## src/rtl/pdu_recv_tracker.sv

```systemverilog
// Per-source received-PDU bitmaps for the current macrocycle, plus a show-ahead
// event FIFO of accepted frame descriptors for the upper protocol logic.
module pdu_recv_tracker #(
  parameter int FIFO_DEPTH = 4
) (
  input  logic        i_clk,
  input  logic        i_rst_n,
  input  logic        i_macro_start_trig,
  input  logic        i_recv_data_legal,
  input  logic        i_rd_en,
  input  logic [5:0]  i_src_mac_low,
  input  logic [7:0]  i_frt_type,
  input  logic [3:0]  i_recv_status,
  input  logic        i_frame_err,
  output logic [63:0] o_frt_sent,
  output logic [63:0] o_mcc_sent,
  output logic [63:0] o_syncreq_sent,
  output logic [63:0] o_syncrsp_sent,
  output logic        o_evt_valid,
  output logic [19:0] o_evt_data,
  input  logic        i_evt_rd,
  output logic        o_evt_overflow,
  output logic [7:0]  o_recv_cnt,
  output logic [1:0]  o_dbg_state
);

  localparam int AW = $clog2(FIFO_DEPTH);
  localparam int PW = AW + 1;

  typedef enum logic [1:0] {
    ST_IDLE     = 2'd0,
    ST_WAIT_END = 2'd1,
    ST_COMMIT   = 2'd2
  } state_t;

  state_t state, state_nxt;

  logic        legal_d, rd_en_d;
  logic        legal_rise, rd_fall;
  logic [5:0]  cap_src;
  logic [7:0]  cap_type;
  logic [3:0]  cap_status;
  logic [1:0]  cap_cls;
  logic        cap_drop;
  logic [1:0]  in_cls;
  logic        in_cls_ok;
  logic [3:0][63:0] bm;
  logic        accept;

  logic [19:0]   mem [FIFO_DEPTH];
  logic [PW-1:0] wr_ptr, rd_ptr;
  logic          fifo_empty, fifo_full;
  logic          do_pop, do_push, push_drop;

  assign legal_rise = i_recv_data_legal & ~legal_d;
  assign rd_fall    = rd_en_d & ~i_rd_en;

  always_comb begin
    in_cls    = 2'd0;
    in_cls_ok = 1'b1;
    case (i_frt_type)
      8'h10:   in_cls = 2'd0;
      8'h20:   in_cls = 2'd2;
      8'h21:   in_cls = 2'd3;
      default: begin
        if (i_frt_type[7:4] == 4'h9) in_cls = 2'd1;
        else                         in_cls_ok = 1'b0;
      end
    endcase
  end

  always_ff @(posedge i_clk or negedge i_rst_n) begin
    if (!i_rst_n) begin
      state   <= ST_IDLE;
      legal_d <= 1'b0;
      rd_en_d <= 1'b0;
    end else begin
      state   <= state_nxt;
      legal_d <= i_recv_data_legal;
      rd_en_d <= i_rd_en;
    end
  end

  // A falling rd_en wins over a simultaneous legal drop: the frame tail is complete.
  always_comb begin
    state_nxt = state;
    case (state)
      ST_IDLE:     if (legal_rise) state_nxt = ST_WAIT_END;
      ST_WAIT_END: begin
        if (rd_fall)                 state_nxt = ST_COMMIT;
        else if (!i_recv_data_legal) state_nxt = ST_IDLE;
      end
      ST_COMMIT:   state_nxt = ST_IDLE;
      default:     state_nxt = ST_IDLE;
    endcase
  end

  assign o_dbg_state = state;

  always_ff @(posedge i_clk or negedge i_rst_n) begin
    if (!i_rst_n) begin
      cap_src    <= '0;
      cap_type   <= '0;
      cap_status <= '0;
      cap_cls    <= '0;
      cap_drop   <= 1'b0;
    end else if (state == ST_IDLE && legal_rise) begin
      cap_src    <= i_src_mac_low;
      cap_type   <= i_frt_type;
      cap_status <= i_recv_status;
      cap_cls    <= in_cls;
      cap_drop   <= ~in_cls_ok;
    end
  end

  // A coincident macrocycle trigger clears the bitmaps first, so the duplicate
  // check sees an empty bitmap.
  assign accept = (state == ST_COMMIT) & ~i_frame_err & ~cap_drop &
                  ~(bm[cap_cls][cap_src] & ~i_macro_start_trig);

  always_ff @(posedge i_clk or negedge i_rst_n) begin
    if (!i_rst_n) begin
      bm             <= '0;
      o_recv_cnt     <= '0;
      o_evt_overflow <= 1'b0;
    end else begin
      if (i_macro_start_trig) begin
        bm             <= '0;
        o_recv_cnt     <= accept ? 8'd1 : 8'd0;
        o_evt_overflow <= 1'b0;
      end else if (accept && o_recv_cnt != 8'hFF) begin
        o_recv_cnt <= o_recv_cnt + 8'd1;
      end
      if (accept)    bm[cap_cls][cap_src] <= 1'b1;
      if (push_drop) o_evt_overflow       <= 1'b1;
    end
  end

  assign o_frt_sent     = bm[0];
  assign o_mcc_sent     = bm[1];
  assign o_syncreq_sent = bm[2];
  assign o_syncrsp_sent = bm[3];

  // Consumer handshake: o_evt_valid/o_evt_data present the head; i_evt_rd pops
  // it at the clock edge when valid, and is ignored when the FIFO is empty.
  assign fifo_empty = (wr_ptr == rd_ptr);
  assign fifo_full  = ((wr_ptr - rd_ptr) == PW'(FIFO_DEPTH));
  assign do_pop     = i_evt_rd & ~fifo_empty;
  assign do_push    = accept & (~fifo_full | do_pop);
  assign push_drop  = accept & fifo_full & ~do_pop;

  always_ff @(posedge i_clk or negedge i_rst_n) begin
    if (!i_rst_n) begin
      wr_ptr <= '0;
      rd_ptr <= '0;
      for (int i = 0; i < FIFO_DEPTH; i++) mem[i] <= '0;
    end else begin
      if (do_push) begin
        mem[wr_ptr[AW-1:0]] <= {cap_cls, cap_status, cap_src, cap_type};
        wr_ptr              <= wr_ptr + PW'(1);
      end
      if (do_pop) rd_ptr <= rd_ptr + PW'(1);
    end
  end

  assign o_evt_valid = ~fifo_empty;
  assign o_evt_data  = fifo_empty ? 20'd0 : mem[rd_ptr[AW-1:0]];

endmodule
```

## config.mk

```make
export PLATFORM = sky130hd
export DESIGN_NAME = pdu_recv_tracker
export DESIGN_NICKNAME = d
export VERILOG_FILES = /design/src/rtl/pdu_recv_tracker.sv
export SDC_FILE = /design/constraint.sdc
export NUM_CORES = 1
export LEC_CHECK = 0
export BUFFER_PORTS_ARGS = -buffer_cell sky130_fd_sc_hd__buf_4
export CORE_MARGIN = 2
export CORE_UTILIZATION = 50
export CTS_CLUSTER_DIAMETER = 40
export DETAILED_ROUTE_END_ITERATION = 8
export GPL_ROUTABILITY_DRIVEN = 0
export PLACE_DENSITY_LB_ADDON = 0.15
export SYNTH_ARGS = -nofsm -noshare
export SYNTH_HDL_FRONTEND = slang
export SYNTH_SLANG_ARGS = --single-unit
```

## constraint.sdc

```tcl
create_clock -name i_clk -period 2.7 [get_ports i_clk]
set_input_delay 0.54 -clock i_clk [delete_from_list [all_inputs] [get_ports i_clk]]
set_output_delay 0.54 -clock i_clk [all_outputs]
set_load 0.02 [all_outputs]
```

==> results.toml, run 1 <==
[yosys]
synth_top_area_share_pct = 55.6
synth_area_leader_cell = "dfrtp_1"
ys_top_cells_by_count = "dfrtp_1 (376), o2bb2ai_1 (256), mux2i_1 (129)"
avgSynthCellArea_um2 = 12.9
async_flop_share_pct = 100
synth.area.top_cells = "dfrtp_1 (56%), o2bb2ai_1 (13%), mux2i_1 (7.6%), mux2_2 (4.5%), mux4_2 (2.7%)"
yosysWarnings = 0
synth_area_mm2 = 0.0169
synth_seq_cells = 376
synthDistinctLibCells = 47
synth_edf_count = 0
synth_most_common_cell = "dfrtp_1"
ys_seq_area_share_pct = 55.6
syn_inst = 1314
synth_nets = 1347
synth-main-ff-cell = "dfrtp_1"

[pwr]
p_leak_nw = 11.8
powerDensity_mw_per_mm2 = 562
vdd_ir_drop_max_uv = 614
power_w = 0.0145

[critical_path]
end_kind = "register"
cp_max_fo = 6
cp.arrival_ns = 3.93
required_ns = 3.18
start_kind = "register"
critPathKind = "reg -> reg"

[die]
io_pins = 313
core_mm2 = 0.0334
initial_utilization_pct = 50.6
die-area_mm2 = 0.0354
rows = 67
fp.dieW_um = 188
die_y_um = 188

[clock_network]
insertion_delay_ns = 0.57
tritoncts = "built"
clock-root-buffer = "clkbuf_16"
cts_buffers = 51
cts_sinks = 376
htree_levels = 2
ctsHoldBuffers = 0
path_clk_slew_ns = 0.06
cts_buffer_depth = 3

[grt]
antenna_found_initial = 0
grt_pass1_vias = 15333
grt_max_degree = 89
globalRouteOverflowTotal = 0
track_usage_pct = 35.3
grt_pass1_wl_mm = 94.1

[sta]
period_needed_ns = 3.45
min_period_over_period_pct = 128
finalHoldViolations = 1
setup_tns_ns = -193.88
hold_slack_ns = -0.0156
setup_viol = 362
worst-slew-pin-transition_ns = 0.826
fin_ws_ns = -0.750
worst_slew_margin_rel_pct = 44.9
slew_viol_final = 0
fmax_mhz = 290
skew_ns = 0.0237
rsz0062_at_grt = "yes"

[detailed_routing]
drt_iter0_drc = 1259
totalWireLength_mm = 64.1
vias = 15092
drt-wirelength-per-cell_um = 26.4
drc = 0
ant_nets = 0
firstDrtPassIters = 5
via_per_inst = 6.22

[layout]
num_antenna_cells = 0
fin_util_pct = 77.1
n_fill_cell = 2040
regArea_mm2 = 0.00942
drive_above_1_share_pct = 51.8
syn2layout_area_growth_pct = 52.2
multiInputGateArea_mm2 = 0.00800
nets = 1975

[placed_design]
portBuffers = 312
hpwl_mm = 41.3
dp_slack_ns = -0.838

[run_status]
violations = "negative hold slack, negative setup slack"
status = "finished with violations"

[run]
max-cap-violations = 0

[hold_path]
hold_class = "in -> async"
==> report_power, final <==
group	leakage [nW]	switching, W	internal [W]	total (W)
Clock	0.817	0.00258	0.00406	0.00664
Combinational	5.83	0.00111	0.000766	0.00188
Sequential	5.18	0.000188	0.00577	0.00596
==> critical path, cell delays in order, from the launching register on <==
cell	delay [ns]
dfrtp_4	0.54
buf_12	0.16
buf_16	0.14
buf_12	0.14
buf_12	0.12
mux2i_4	0.23
o22ai_1	0.15
nor4_2	0.24
nand2_1	0.12
a22oi_2	0.24
a41o_1	0.25
or4b_4	0.55
buf_8	0.18
clkbuf_16	0.19
o2bb2ai_2	0.12
==> cell families (layout without fill, tap and decap cells) <==
| logic type | count (synthesis) | in the layout | share of synthesized area (%) |
|---|---|---|---|
| xor gates and xnor gates | 5 | 5 | 0.259 |
| muxes | 252 | 252 | 17.1 |
| buffers and inverters | 130 | 796 | 3.54 |
| DFF | 376 | 376 | 55.6 |
| adders and majority gates | 8 | 8 | 0.591 |
| and+or+nand+nor | 200 | 200 | 6.43 |
| AOI/OAI and AO/OA | 343 | 343 | 16.5 |
==> path summary, 6_finish.rpt <==
check,startpoint,to,slack (ns),cells past startpoint
max,cap_cls[1]$_DFFE_PN0P_,o_frt_sent[34]$_DFF_PN0_,-0.75,14
min,i_rst_n,o_syncrsp_sent[45]$_DFF_PN0_,-0.02,1
max reg2reg,cap_cls[1]$_DFFE_PN0P_,o_frt_sent[34]$_DFF_PN0_,-0.75,14
min reg2reg,mem[17]$_DFFE_PN0P_,mem[17]$_DFFE_PN0P_,0.49,1
max in group asynchronous,i_rst_n,o_mcc_sent[24]$_DFF_PN0_,1.88,2
min in group i_clk,i_rd_en,rd_en_d$_DFF_PN0_,0.09,1
==> registers in the layout, summed over array words and instances, names as in the netlist, 4 cells and up <==
signal          count
o_recv_cnt          8
o_syncreq_sent     64
cap_src             6
cap_type            8
o_frt_sent         64
o_syncrsp_sent     64
mem                80
o_mcc_sent         64
cap_status          4
==> cells in the final DEF, fill, tap and decap left out, types with 9 or more instances in the layout <==
cell / n
o2bb2ai_4: 11
mux2i_1: 102
nand2_1: 85
dfrtp_1: 373
mux2i_4: 11
mux4_2: 20
nor2_1: 11
o2bb2ai_2: 72
clkbuf_16: 54
nand4_1: 10
buf_4: 624
buf_12: 49
mux2i_2: 16
and2_1: 20
mux2_2: 68
o2bb2ai_1: 173
mux2_1: 17
inv_6: 9
buf_6: 11
mux2_4: 18
o22ai_1: 62
==> cell type report <==
class / instances / area share (%)
well taps: 448 / 2.17
flip-flops and latches: 376 / 36.5
repair buffers: 696 / 23.6
inverters: 9 / 0.150
clock inverters: 29 / 1.29
clock buffers: 62 / 5.23
multi-input cells: 808 / 31.0
==> through the flow <==
| stage | instances | instance area (um^2) |
|---|---|---|
| finish | 2428 | 25800 |
| floorplan | 1314 | 17000 |
| global route | 2428 | 25800 |
| detailed placement | 2301 | 22500 |
| CTS | 2422 | 25100 |
| global placement | 2301 | 22500 |
==> per-layer routing <==
metal,share of wire (%),GRT usage (%),up-vias,wire length (um)
met2,46,55.6,876,29700
met5,0,0,-,0
met3,9.7,7.51,248,6250
met1,38,46.1,7607,24200
met4,6.0,18.8,0,3860
li1,-,-,6361,-
==> timing repair <==
action	CTS	global route
setup endpoints to repair	366	368
gates cloned	8	3
buffers inserted	24	7
pin swaps	19	10
gates resized for setup	103	110
Note: power is estimated with default switching activity, not from simulation.
==> run 2, diff against run 1 <==
--- a/config.mk
+++ b/config.mk
@@ -6,6 +6,7 @@
 export NUM_CORES = 1
 export LEC_CHECK = 0
 export BUFFER_PORTS_ARGS = -buffer_cell sky130_fd_sc_hd__buf_4
+export CORE_ASPECT_RATIO = 1.1
 export CORE_MARGIN = 2
 export CORE_UTILIZATION = 50
 export CTS_CLUSTER_DIAMETER = 40
==> results.toml, run 2 (same netlist as run 1, synthesis figures left out) <==
[run_status]
status = "finished with violations"
violations = "negative setup slack"

[layout]
num_antenna_cells = 0
top_register = "mem"
nets = 1947
layout_common_cells = "buf_4 (606), dfrtp_1 (373), o2bb2ai_1 (164)"
layout_commonest_cell = "buf_4"
syn2layout_area_growth_pct = 51.0
largest_reg_flops = 80
fin_util_pct = 76.9
drive_above_1_share_pct = 52.1

[pwr]
netSwitchingFraction_pct = 27.0
p_clk_share_pct = 45.2
seqPwrFrac_pct = 41.5
vdd_ir_drop_max_uv = 559
internal_power_w = 0.0104
powerDensity_mw_per_mm2 = 559
switching_power_w = 0.00386
p_leak_nw = 11.7
power_frac_comb_pct = 13.3

[critical_path]
cp_slowest_cell = "or4b_4"
end_kind = "register"
cp_max_fo = 8
crit_path_frequent_cell = "buf_12"
start_kind = "register"
critPathKind = "reg -> reg"
path_cells = "buf_12 > buf_12 > mux2i_2 > o22ai_1 > nor4_2 > nand2_1 > a22oi_2 > a41o_1 > or4b_4 > clkbuf_16 > o2bb2ai_2"
required_ns = 3.17
r2r_slack_ns = -0.66
cp.arrival_ns = 3.84
slowest_delay_ns = 0.63

[grt]
grt_pass1_wl_mm = 92.6
track_usage_pct = 34.2
globalRouteOverflowTotal = 0
grt_max_degree = 98
antenna_found_initial = 0
grt_pass1_vias = 15125

[die]
die_y_um = 197
core_mm2 = 0.0333
rows = 70
fp.dieW_um = 179
io_pins = 313
initial_utilization_pct = 50.9
die-area_mm2 = 0.0354

[clock_network]
insertion_delay_ns = 0.56
cts_buffers = 48
path_clk_slew_ns = 0.06
tritoncts = "built"
cts_buffer_depth = 3
htree_levels = 2
cts_sinks = 376
clock-root-buffer = "clkbuf_16"

[placed_design]
dp_slack_ns = -0.672
hpwl_mm = 41.7
portBuffers = 312

[detailed_routing]
ant_nets = 0
drt_iter0_drc = 1440
drt-wirelength-per-cell_um = 27.2
totalWireLength_mm = 64.7
via_per_inst = 6.38
firstDrtPassIters = 7
vias = 15199
drc = 0

[sta]
setup_tns_ns = -168.00
setup_viol = 367
slew_viol_final = 0
worst-slew-pin-transition_ns = 0.754
fin_ws_ns = -0.663
fmax_mhz = 297
worst_slew_margin_rel_pct = 49.8
min_period_over_period_pct = 125
rsz0062_at_grt = "yes"
period_needed_ns = 3.36
skew_ns = 0.0258
finalHoldViolations = 0

[hold_path]
hold_class = "in -> reg"

[run]
max-cap-violations = 0
run 2: final timing paths:
| path | end | depth (start not counted) | start |
|---|---|---|---|
| worst min register to register | mem[4]$_DFFE_PN0P_ | 1 | mem[4]$_DFFE_PN0P_ |
| min in group asynchronous | o_syncreq_sent[50]$_DFF_PN0_ | 2 | i_rst_n |
| worst min-delay path | rd_en_d$_DFF_PN0_ | 1 | i_rd_en |
| worst max-delay path | o_frt_sent[41]$_DFF_PN0_ | 11 | cap_cls[1]$_DFFE_PN0P_ |
| max in group asynchronous | cap_cls[1]$_DFFE_PN0P_ | 3 | i_rst_n |
| worst max register to register | o_frt_sent[41]$_DFF_PN0_ | 11 | cap_cls[1]$_DFFE_PN0P_ |
run 2: power groups by stage:
stage / registers [W] / logic (W) / clock network (W)
5_1_grt: 0.00595 / 0.00199 / 0.00676
2_1_floorplan: 0.00595 / 0.000912 / 0
4_1_cts: 0.00593 / 0.00179 / 0.00652
3_3_place_gp: 0.00603 / 0.00170 / 0
3_5_place_dp: 0.00604 / 0.00174 / 0
6_report: 0.00593 / 0.00190 / 0.00647
run 2: what timing repair did:
action | 4_1_cts | 5_1_grt
gates resized for setup | 77 | 148
pin swaps | 17 | 17
hold endpoints to repair | 53 | 0
cloned | 5 | 5
buffers inserted | 11 | 12
setup endpoints to repair | 367 | 368
hold buffers | 1 | 0
run 2: layer usage:
metal	part of all wire (%)	global-route usage, %	vias to the layer above
met3	9.0	7.30	246
met4	5.8	16.5	0
met2	48	55.6	886
met5	0	0	-
met1	38	44.1	7775
li1	-	-	6292
run 2: area by class of cell:
cell class | count | area [um^2]
Tap cell | 432 | 541
Sequential cell | 376 | 9420
Inverter | 9 | 38.8
Fill cell | 2075 | 7700
Clock buffer | 62 | 1350
Multi-Input combinational cell | 808 | 8190
Clock inverter | 24 | 278
Timing Repair Buffer | 671 | 5780
run 2: per-stage QoR:
| stage | hold slack, ns | cells | cell area, um^2 | power [W] |
|---|---|---|---|---|
| 2_1_floorplan | 0.244 | 1314 | 17000 | 0.00687 |
| 3_3_place_gp | 0.468 | 2263 | 22200 | 0.00773 |
| 3_5_place_dp | 0.478 | 2263 | 22200 | 0.00777 |
| 4_1_cts | 0.0764 | 2366 | 24400 | 0.0142 |
| 5_1_grt | 0.0867 | 2382 | 25600 | 0.0147 |
| 6_report | 0.0958 | 2382 | 25600 | 0.0143 |
run 2: critical path: cells and delay by family (launching register included):
family          cells  cell delay [ns]
simple gates        3             1.09
flops               1             0.52
mux                 1             0.29
buf+inv             3             0.60
compound gates      4             0.74
